==> config.mk <==
export PLATFORM = sky130hd
export DESIGN_NAME = icb_sdp_bram_ctrl
export DESIGN_NICKNAME = d
export VERILOG_FILES = /design/src/rtl/icb_sdp_bram_ctrl.sv
export SDC_FILE = /design/constraint.sdc
export NUM_CORES = 1
export LEC_CHECK = 0
export CORE_ASPECT_RATIO = 2
export CORE_MARGIN = 5
export CORE_UTILIZATION = 35
export DETAILED_ROUTE_END_ITERATION = 16
export SYNTH_ARGS = -nofsm -noshare
export SYNTH_HDL_FRONTEND = slang
export SYNTH_SLANG_ARGS = --single-unit
==> constraint.sdc <==
create_clock -name clk -period 3.8 [get_ports clk]
set_input_delay 0.95 -clock clk [delete_from_list [all_inputs] [get_ports clk]]
set_output_delay 0.95 -clock clk [all_outputs]
set_load 0.01 [all_outputs]
==> src/rtl/icb_sdp_bram_ctrl.sv <==
// icb_sdp_bram_ctrl: ICB responder for a simple dual-port BRAM, in-order pipelined responses,
// read-modify-write for byte-masked writes and a 4-entry credit-protected response FIFO.
module icb_sdp_bram_ctrl #(
  parameter int mem_depth = 4096,
  parameter int mem_latency = 2,
  parameter int simulation_delay = 1,
  localparam int AW = $clog2(mem_depth)
) (
  input  logic          clk,
  input  logic          rst_n,
  input  logic [31:0]   cmd_addr,
  input  logic          cmd_read,
  input  logic [31:0]   cmd_wdata,
  input  logic [3:0]    cmd_wmask,
  input  logic          cmd_valid,
  output logic          cmd_ready,
  output logic [31:0]   rsp_rdata,
  output logic          rsp_err,
  output logic          rsp_valid,
  input  logic          rsp_ready,
  output logic          wen_a,
  output logic [AW-1:0] addr_a,
  output logic [31:0]   din_a,
  output logic          ren_b,
  output logic [AW-1:0] addr_b,
  input  logic [31:0]   dout_b
);
  if (mem_latency < 1 || mem_latency > 2 || mem_depth < 16 || (mem_depth & (mem_depth - 1)) != 0 || simulation_delay < 0) begin : g_bad_param
    $error("icb_sdp_bram_ctrl: unsupported parameter set");
  end
  typedef enum logic {IDLE, RMW_WAIT} state_t;
  state_t state;
  logic hs, err, part_w, rmw_last, push, pop, rmw_cnt, addr_unused;
  logic [AW-1:0] idx, rmw_addr;
  logic [31:0] rmw_wdata, merged;
  logic [3:0] rmw_mask;
  logic [mem_latency-1:0] tok_v, tok_rd, tok_err;
  logic [32:0] fifo [4];
  logic [1:0] wp, rp;
  logic [2:0] cnt;
  assign addr_unused = ^cmd_addr[1:0];
  assign idx = cmd_addr[AW+1:2];
  assign err = |cmd_addr[31:AW+2];
  assign part_w = ~cmd_read & ~err & (cmd_wmask != 4'h0) & (cmd_wmask != 4'hF);
  // Tokens in flight reserve FIFO slots so a response never finds the FIFO full.
  assign cmd_ready = (state == IDLE) && ($countones(tok_v) + int'(cnt) < 4);
  assign hs = cmd_valid & cmd_ready;
  assign rmw_last = (state == RMW_WAIT) && (rmw_cnt == 1'(mem_latency - 1));
  assign ren_b = hs & ~err & (cmd_read | part_w);
  assign addr_b = idx;
  assign wen_a = (hs & ~err & ~cmd_read & (cmd_wmask == 4'hF)) | rmw_last;
  assign addr_a = rmw_last ? rmw_addr : idx;
  assign din_a = rmw_last ? merged : cmd_wdata;
  for (genvar i = 0; i < 4; i++) begin : g_merge
    assign merged[8*i+:8] = rmw_mask[i] ? rmw_wdata[8*i+:8] : dout_b[8*i+:8];
  end
  assign push = tok_v[mem_latency-1];
  assign pop = rsp_valid & rsp_ready;
  assign rsp_valid = cnt != 3'd0;
  assign {rsp_err, rsp_rdata} = rsp_valid ? fifo[rp] : 33'd0;
  always_ff @(posedge clk or negedge rst_n) begin
    if (!rst_n) begin
      state <= IDLE;
      rmw_cnt <= 1'b0;
      rmw_addr <= '0;
      rmw_wdata <= '0;
      rmw_mask <= '0;
    end else if (state == IDLE) begin
      if (hs && part_w) begin
        state <= RMW_WAIT;
        rmw_cnt <= 1'b0;
        rmw_addr <= idx;
        rmw_wdata <= cmd_wdata;
        rmw_mask <= cmd_wmask;
      end
    end else begin
      rmw_cnt <= rmw_cnt + 1'b1;
      state <= rmw_last ? IDLE : RMW_WAIT;
    end
  end
  always_ff @(posedge clk or negedge rst_n) begin
    if (!rst_n) begin
      tok_v <= '0;
      tok_rd <= '0;
      tok_err <= '0;
      wp <= '0;
      rp <= '0;
      cnt <= '0;
    end else begin
      tok_v <= (tok_v << 1) | mem_latency'(hs);
      tok_rd <= (tok_rd << 1) | mem_latency'(cmd_read);
      tok_err <= (tok_err << 1) | mem_latency'(err);
      wp <= wp + 2'(push);
      rp <= rp + 2'(pop);
      cnt <= cnt + 3'(push) - 3'(pop);
    end
  end
  always_ff @(posedge clk) begin
    if (push) fifo[wp] <= {tok_err[mem_latency-1], (tok_rd[mem_latency-1] & ~tok_err[mem_latency-1]) ? dout_b : 32'd0};
  end
endmodule

==> After elaboration in Yosys (flattened, before gate mapping) <==
Memories as Yosys holds them, arrays and structs flattened.
Index checks and enable logic that the tools add are counted.
{ "word_totals": {"elab_cells": 64, "mem_count": 1, "reg_bits": 63, "ramBits": 132, "inputBits": 105} }
{ "classes": {"eq_ne": 2, "mux": 15, "bitwise_logic": 19, "n_reduce_logical": 8, "n_lt_le_gt_ge": 1, "add_sub_neg": 7} }
{ "mem_list": {"columns": ["name", "depth", "word_bits", "read_ports", "rd_ports_with_merged_regs", "wr", "line_no", "rtl"], "rows": [
  ["fifo", 4, 33, 1, 0, 1, "38", "logic [32:0] fifo [4];"]
]} }
{ "op_table": {"columns": ["cell", "n"], "rows": [
  ["$mux W32", 2],
  ["$mux W33", 1],
  ["$mux W8", 4],
  ["$reduce_or A18 Y1", 1],
  ["$mux W12", 1],
  ["$and A1 B1 Y1", 10],
  ["$mux W1", 7],
  ["$or A2 B1 Y2", 3],
  ["$add A2 B1 Y2", 2],
  ["$add A2 B3 Y4", 1],
  ["$eq A4 B4 Y1 const B", 1],
  ["$lt A4 B3 Y1 const B", 1],
  ["$ne A4 B4 Y1 const B", 1],
  ["$not A1 Y1", 4],
  ["$reduce_bool A4 Y1", 1],
  ["$add A3 B1 Y3", 1],
  ["$logic_and A1 B1 Y1", 3],
  ["$reduce_bool A3 Y1", 1],
  ["$sub A3 B1 Y3", 1],
  ["$add A1 B1 Y2", 1],
  ["$or A1 B1 Y1", 2],
  ["$reduce_and A2 Y1", 1],
  ["$reduce_bool A2 Y1", 1],
  ["$add A1 B1 Y1 const B", 1]
]} }

==> Logic depth before layout (Yosys ltp) <==
{ "depth": {"depth_word": 9, "mapped_depth": 7} }

==> Least setup slack after synthesis <==
OpenSTA, ideal clock, no wires.
{ "synth_timing": {"path_type": "flip-flop to flip-flop", "from": "reg tok_v[1]", "to": "mem fifo[0][0], enable pin", "setup_time_ns": 0.471, "path_stages_with_launch": 2, "arrival_time_ns": 2.902, "period_less_slack_ns": 3.373, "path_slack_ns": 0.427, "required_time_ns": 3.329, "path_buffers": 0, "path_cell_list": "dfrtp_1 > nor3b_1"} }
{ "synth_between": {"elab_chain_cells": 2} }
{ "synth_lines": {"columns": ["item", "line_no", "rtl"], "rows": [
  ["start, declared", "37", "logic [mem_latency-1:0] tok_v, tok_rd, tok_err;"],
  ["start signal, assigned", "90", "tok_v <= (tok_v << 1) | mem_latency'(hs);"],
  ["$mux W1 (2 in a row)", "99", "if (push) fifo[wp] <= {tok_err[mem_latency-1], (tok_rd[mem_latency-1] & ~tok_err[mem_latency-1]) ? dout_b : 32 ..."],
  ["end, declared", "38", null]
]} }
Every way passes these cells.

==> Final worst setup path <==
{ "layout_timing": {"from": "in cmd_addr[26]", "to": "out wen_a"} }
{ "layout_between": {"elab_chain_cells": 6} }
{ "layout_lines": {"columns": ["item", "line_no", "rtl"], "rows": [
  ["start, declared", "11", "input logic [31:0] cmd_addr,"],
  ["$reduce_or A18 Y1", "43", "assign err = |cmd_addr[31:AW+2];"],
  ["net err", "33", "logic hs, err, part_w, rmw_last, push, pop, rmw_cnt, addr_unused;"],
  ["$not A1 Y1", "51", "assign wen_a = (hs & ~err & ~cmd_read & (cmd_wmask == 4'hF)) | rmw_last;"],
  ["$and A1 B1 Y1 (3 in a row)", "51", null],
  ["$or A1 B1 Y1", "51", null],
  ["end, declared", "21", "output logic wen_a,"]
]} }
The timed path passes the listed nets, and every way through them passes these cells.

==> reports/metrics.cfg <==
[outcome]
status=completed

[synthesis]
synth.cell_area_mm2=0.00859
synth_cells=547
ys_ff_latch=195
yosys_warnings=0
synth-simple-area-share_pct=8.05
synth_mux_area_share_pct=20.2
synthAdderAreaFrac_pct=1.11
synth_edf_count=132
yosys_most_used_dff=edfxtp_1
synth_top_family_by_area=multiplexers
synth_area_per_cell_um2=15.7
post_synth_num_cell_types=37
yosysSeqAreaShare_pct=64.5
synth_xor_area_share_pct=0.306
synth-compound-area-share_pct=2.81
synthArstFlopShare_pct=32.3
mappedNetlistNets=659

[floorplanning]
ioPinCount=198
fp.dieArea_mm2=0.0280
start_util_pct=35.3
num_rows=81
fp.dieH_um=232
coreArea_mm2=0.0243
dieWidth_um=121

[layout]
drive_above_1_share_pct=18.7
areaGrowthSynthToFinish_pct=33.6
final_common_cell=clkdlybuf4s50_1
fillCellCount=2162
layout.nets=844
fin_util_pct=47.2
mostFrequentLayoutCells=clkdlybuf4s50_1 (192), edfxtp_1 (132), dfrtp_1 (62), mux2_2 (51)

[power]
power.internal_mw=4.98
combPwrFrac_pct=32.7
vdd_drop_max_v=0.000310
power_leakage_nw=4.34
power_mw=6.88
netSwitchingPower_mw=1.90
sw_frac_of_total_pct=27.6
seqPwrFrac_pct=39.3
power_frac_clock_pct=28.0
powerDensity_mw_per_mm2=599

[route]
first_pass_iters=4
met2WireLength_um=11700
wl_per_cell_um=20.0
top_layer=met4
num_vias=5163
met3_wirelength_um=1030
wl_um=20700
post-route-drc-count=0
met1_length_um=7170
viasPerCell=4.98
drtIter0Drc=206
postRouteAntennaNets=0

[timing]
slew_violations=0
hold_viol=0
relSlewSlack_pct=24.1
period_needed_ns=3.68
finalWorstSetupSlack_ns=0.115
tns_ns=0
clock_skew_ns=0.00620
finalSetupViolations=0
worst_slew_pin_slew_ns=1.14
rsz0062_at_grt=no
timing.fmax_mhz=271
fin_crit_sh_pct=97.0

[worst_hold_path]
hp-start=tok_err[0]
hp-class=reg -> reg
min_path_cells=0
min_to=tok_err[1]

[critical_path]
startpoint_type=input port
r2r_cells=6
cp_slowest_stage_delay_ns=0.53
ff2ff_setup_slack_ns=1.29
worstSetupPathType=in -> out
path_max_fanout=2
required_ns=2.85
cpMaxStageDelayCell=or4_1
end_kind=primary output
cp_num_buf_inv=2
rr_endpoint=rmw_wdata[25]
crit_family=simple AND/OR/NAND/NOR gates
cp.arrival_ns=2.73
reg2reg_from=cnt[0]
path_cells=clkdlybuf4s50_1 -> or4_1 -> or2_0 -> o41ai_1 -> dlygate4sd2_1

[place]
dpl_worst_slack_ns=-0.180
portBuffers=195
dp_hpwl_um=15100
place.gp.congestion=0.777

[global_routing]
grt.total_usage_pct=15.4
grt_pass1_wl_um=32400
antenna_found_initial=2
grt_start_max_net_pins=43
grt_pass1_vias=5878
overflow=0

[clock_network]
clock_latency_ns=0.43
clkTransAtPathRegs_ns=0.07
clk_root_buffer_cell=clkbuf_16
cts_buffers=17
cts_tree=built
clkSinkCount=195
clk_path_buf_depth=2
htree_levels=4

[flow_run]
maxCapViolCount=0

-- synth_stat cells (2+ instances only) --
master / count / share of area [%]
buf_2: 3 / 0.17
nor4_1: 3 / 0.22
buf_1: 3 / 0.13
and2_1: 32 / 2.3
nand4_1: 2 / 0.15
edfxtp_1: 132 / 46
buf_4: 15 / 1.3
xor2_1: 2 / 0.20
dfrtp_1: 63 / 18
mux2_1: 9 / 1.2
nor3_1: 3 / 0.17
mux2_2: 51 / 6.7
nor2b_1: 36 / 2.6
nor2_1: 6 / 0.26
or4_1: 2 / 0.17
ha_1: 6 / 0.87
nand2b_1: 2 / 0.15
inv_1: 6 / 0.26
mux4_2: 33 / 8.6
mux2i_1: 32 / 3.7
a21oi_1: 2 / 0.12
clkbuf_1: 20 / 0.87
nand2_1: 36 / 1.6
buf_6: 2 / 0.26
o21ai_0: 34 / 2.0
-- worst reg2reg max path, delay by kind of cell (launching register included) --
kind                       cells  cell delay, ns
and+or+nand+nor                1            0.41
muxes                          1            0.40
AOI/OAI and AO/OA              2            0.50
adders and majority gates      1            0.29
buffers and inverters          1            0.40
DFF                            1            0.41
-- area by class of cell --
type / count / area [um2] / area share, %
sequential: 195 / 5540 / 48.3
multi-input combinational: 303 / 2830 / 24.6
timing repair buffer: 209 / 2090 / 18.2
clock buffer: 18 / 429 / 3.74
tap: 290 / 363 / 3.16
clock inverter: 14 / 210 / 1.83
inverter: 6 / 22.5 / 0.196
antenna: 2 / 5.00 / 0.0436
-- power by group through the flow --
stage	clock network (mW)	logic [mW]	registers, mW
4_1_cts	1.96	2.32	2.71
3_3_place_gp	0	2.29	2.73
3_5_place_dp	0	2.31	2.75
6_report	1.92	2.25	2.70
2_1_floorplan	0	1.23	2.65
5_1_grt	2.05	2.43	2.73
-- metrics by stage --
step / cells / hold WS [ns] / cell area (um2)
3_3_place_gp: 1003 / 0.337 / 10800
6_report: 1037 / 0.351 / 11500
4_1_cts: 1035 / 0.355 / 11500
2_1_floorplan: 547 / 0.331 / 8590
3_5_place_dp: 1003 / 0.339 / 10800
5_1_grt: 1037 / 0.365 / 11500
-- cells by family (layout without fill, tap and decap cells) --
family	after synthesis	in the layout
flip-flops	195	195
XOR/XNOR	3	3
AO/OA/AOI/OAI	41	41
buffers and inverters	49	247
multiplexers	125	125
adder cells (fa/ha/maj)	7	7
other	0	2
AND/OR/NAND/NOR	127	127
-- layer usage --
layer,vias to the layer above,global-route usage (%)
met4,0,7.55
met1,2572,15.6
met5,-,0
li1,2388,-
met3,38,3.91
met2,165,28.8
-- flip-flops by register name, summed over array words and instances, names as in the netlist, 3 cells and up --
| register | cells |
|---|---|
| cnt | 3 |
| rmw_mask | 4 |
| fifo | 132 |
| rmw_wdata | 32 |
| rmw_addr | 12 |
-- worst max path at each step --
| stage | depth (start not counted) | from | endpoint |
|---|---|---|---|
| 6_report | 5 | cmd_addr[26] | wen_a |
| 5_1_grt | 5 | cmd_addr[26] | wen_a |
| 2_1_floorplan | 1 | tok_v[1] | fifo[0][0] |
| 4_1_cts | 5 | cmd_addr[29] | wen_a |
| 3_3_place_gp | 5 | cmd_addr[26] | wen_a |
| 3_5_place_dp | 5 | cmd_addr[29] | wen_a |
-- what timing repair did --
item                       CTS  global route
buffers inserted             0             0
hold buffers                 0             0
setup endpoints to repair    2             0
hold endpoints to repair     0             0
resized for setup            2             0
No activity file was read; power rests on OpenSTA's default activity.
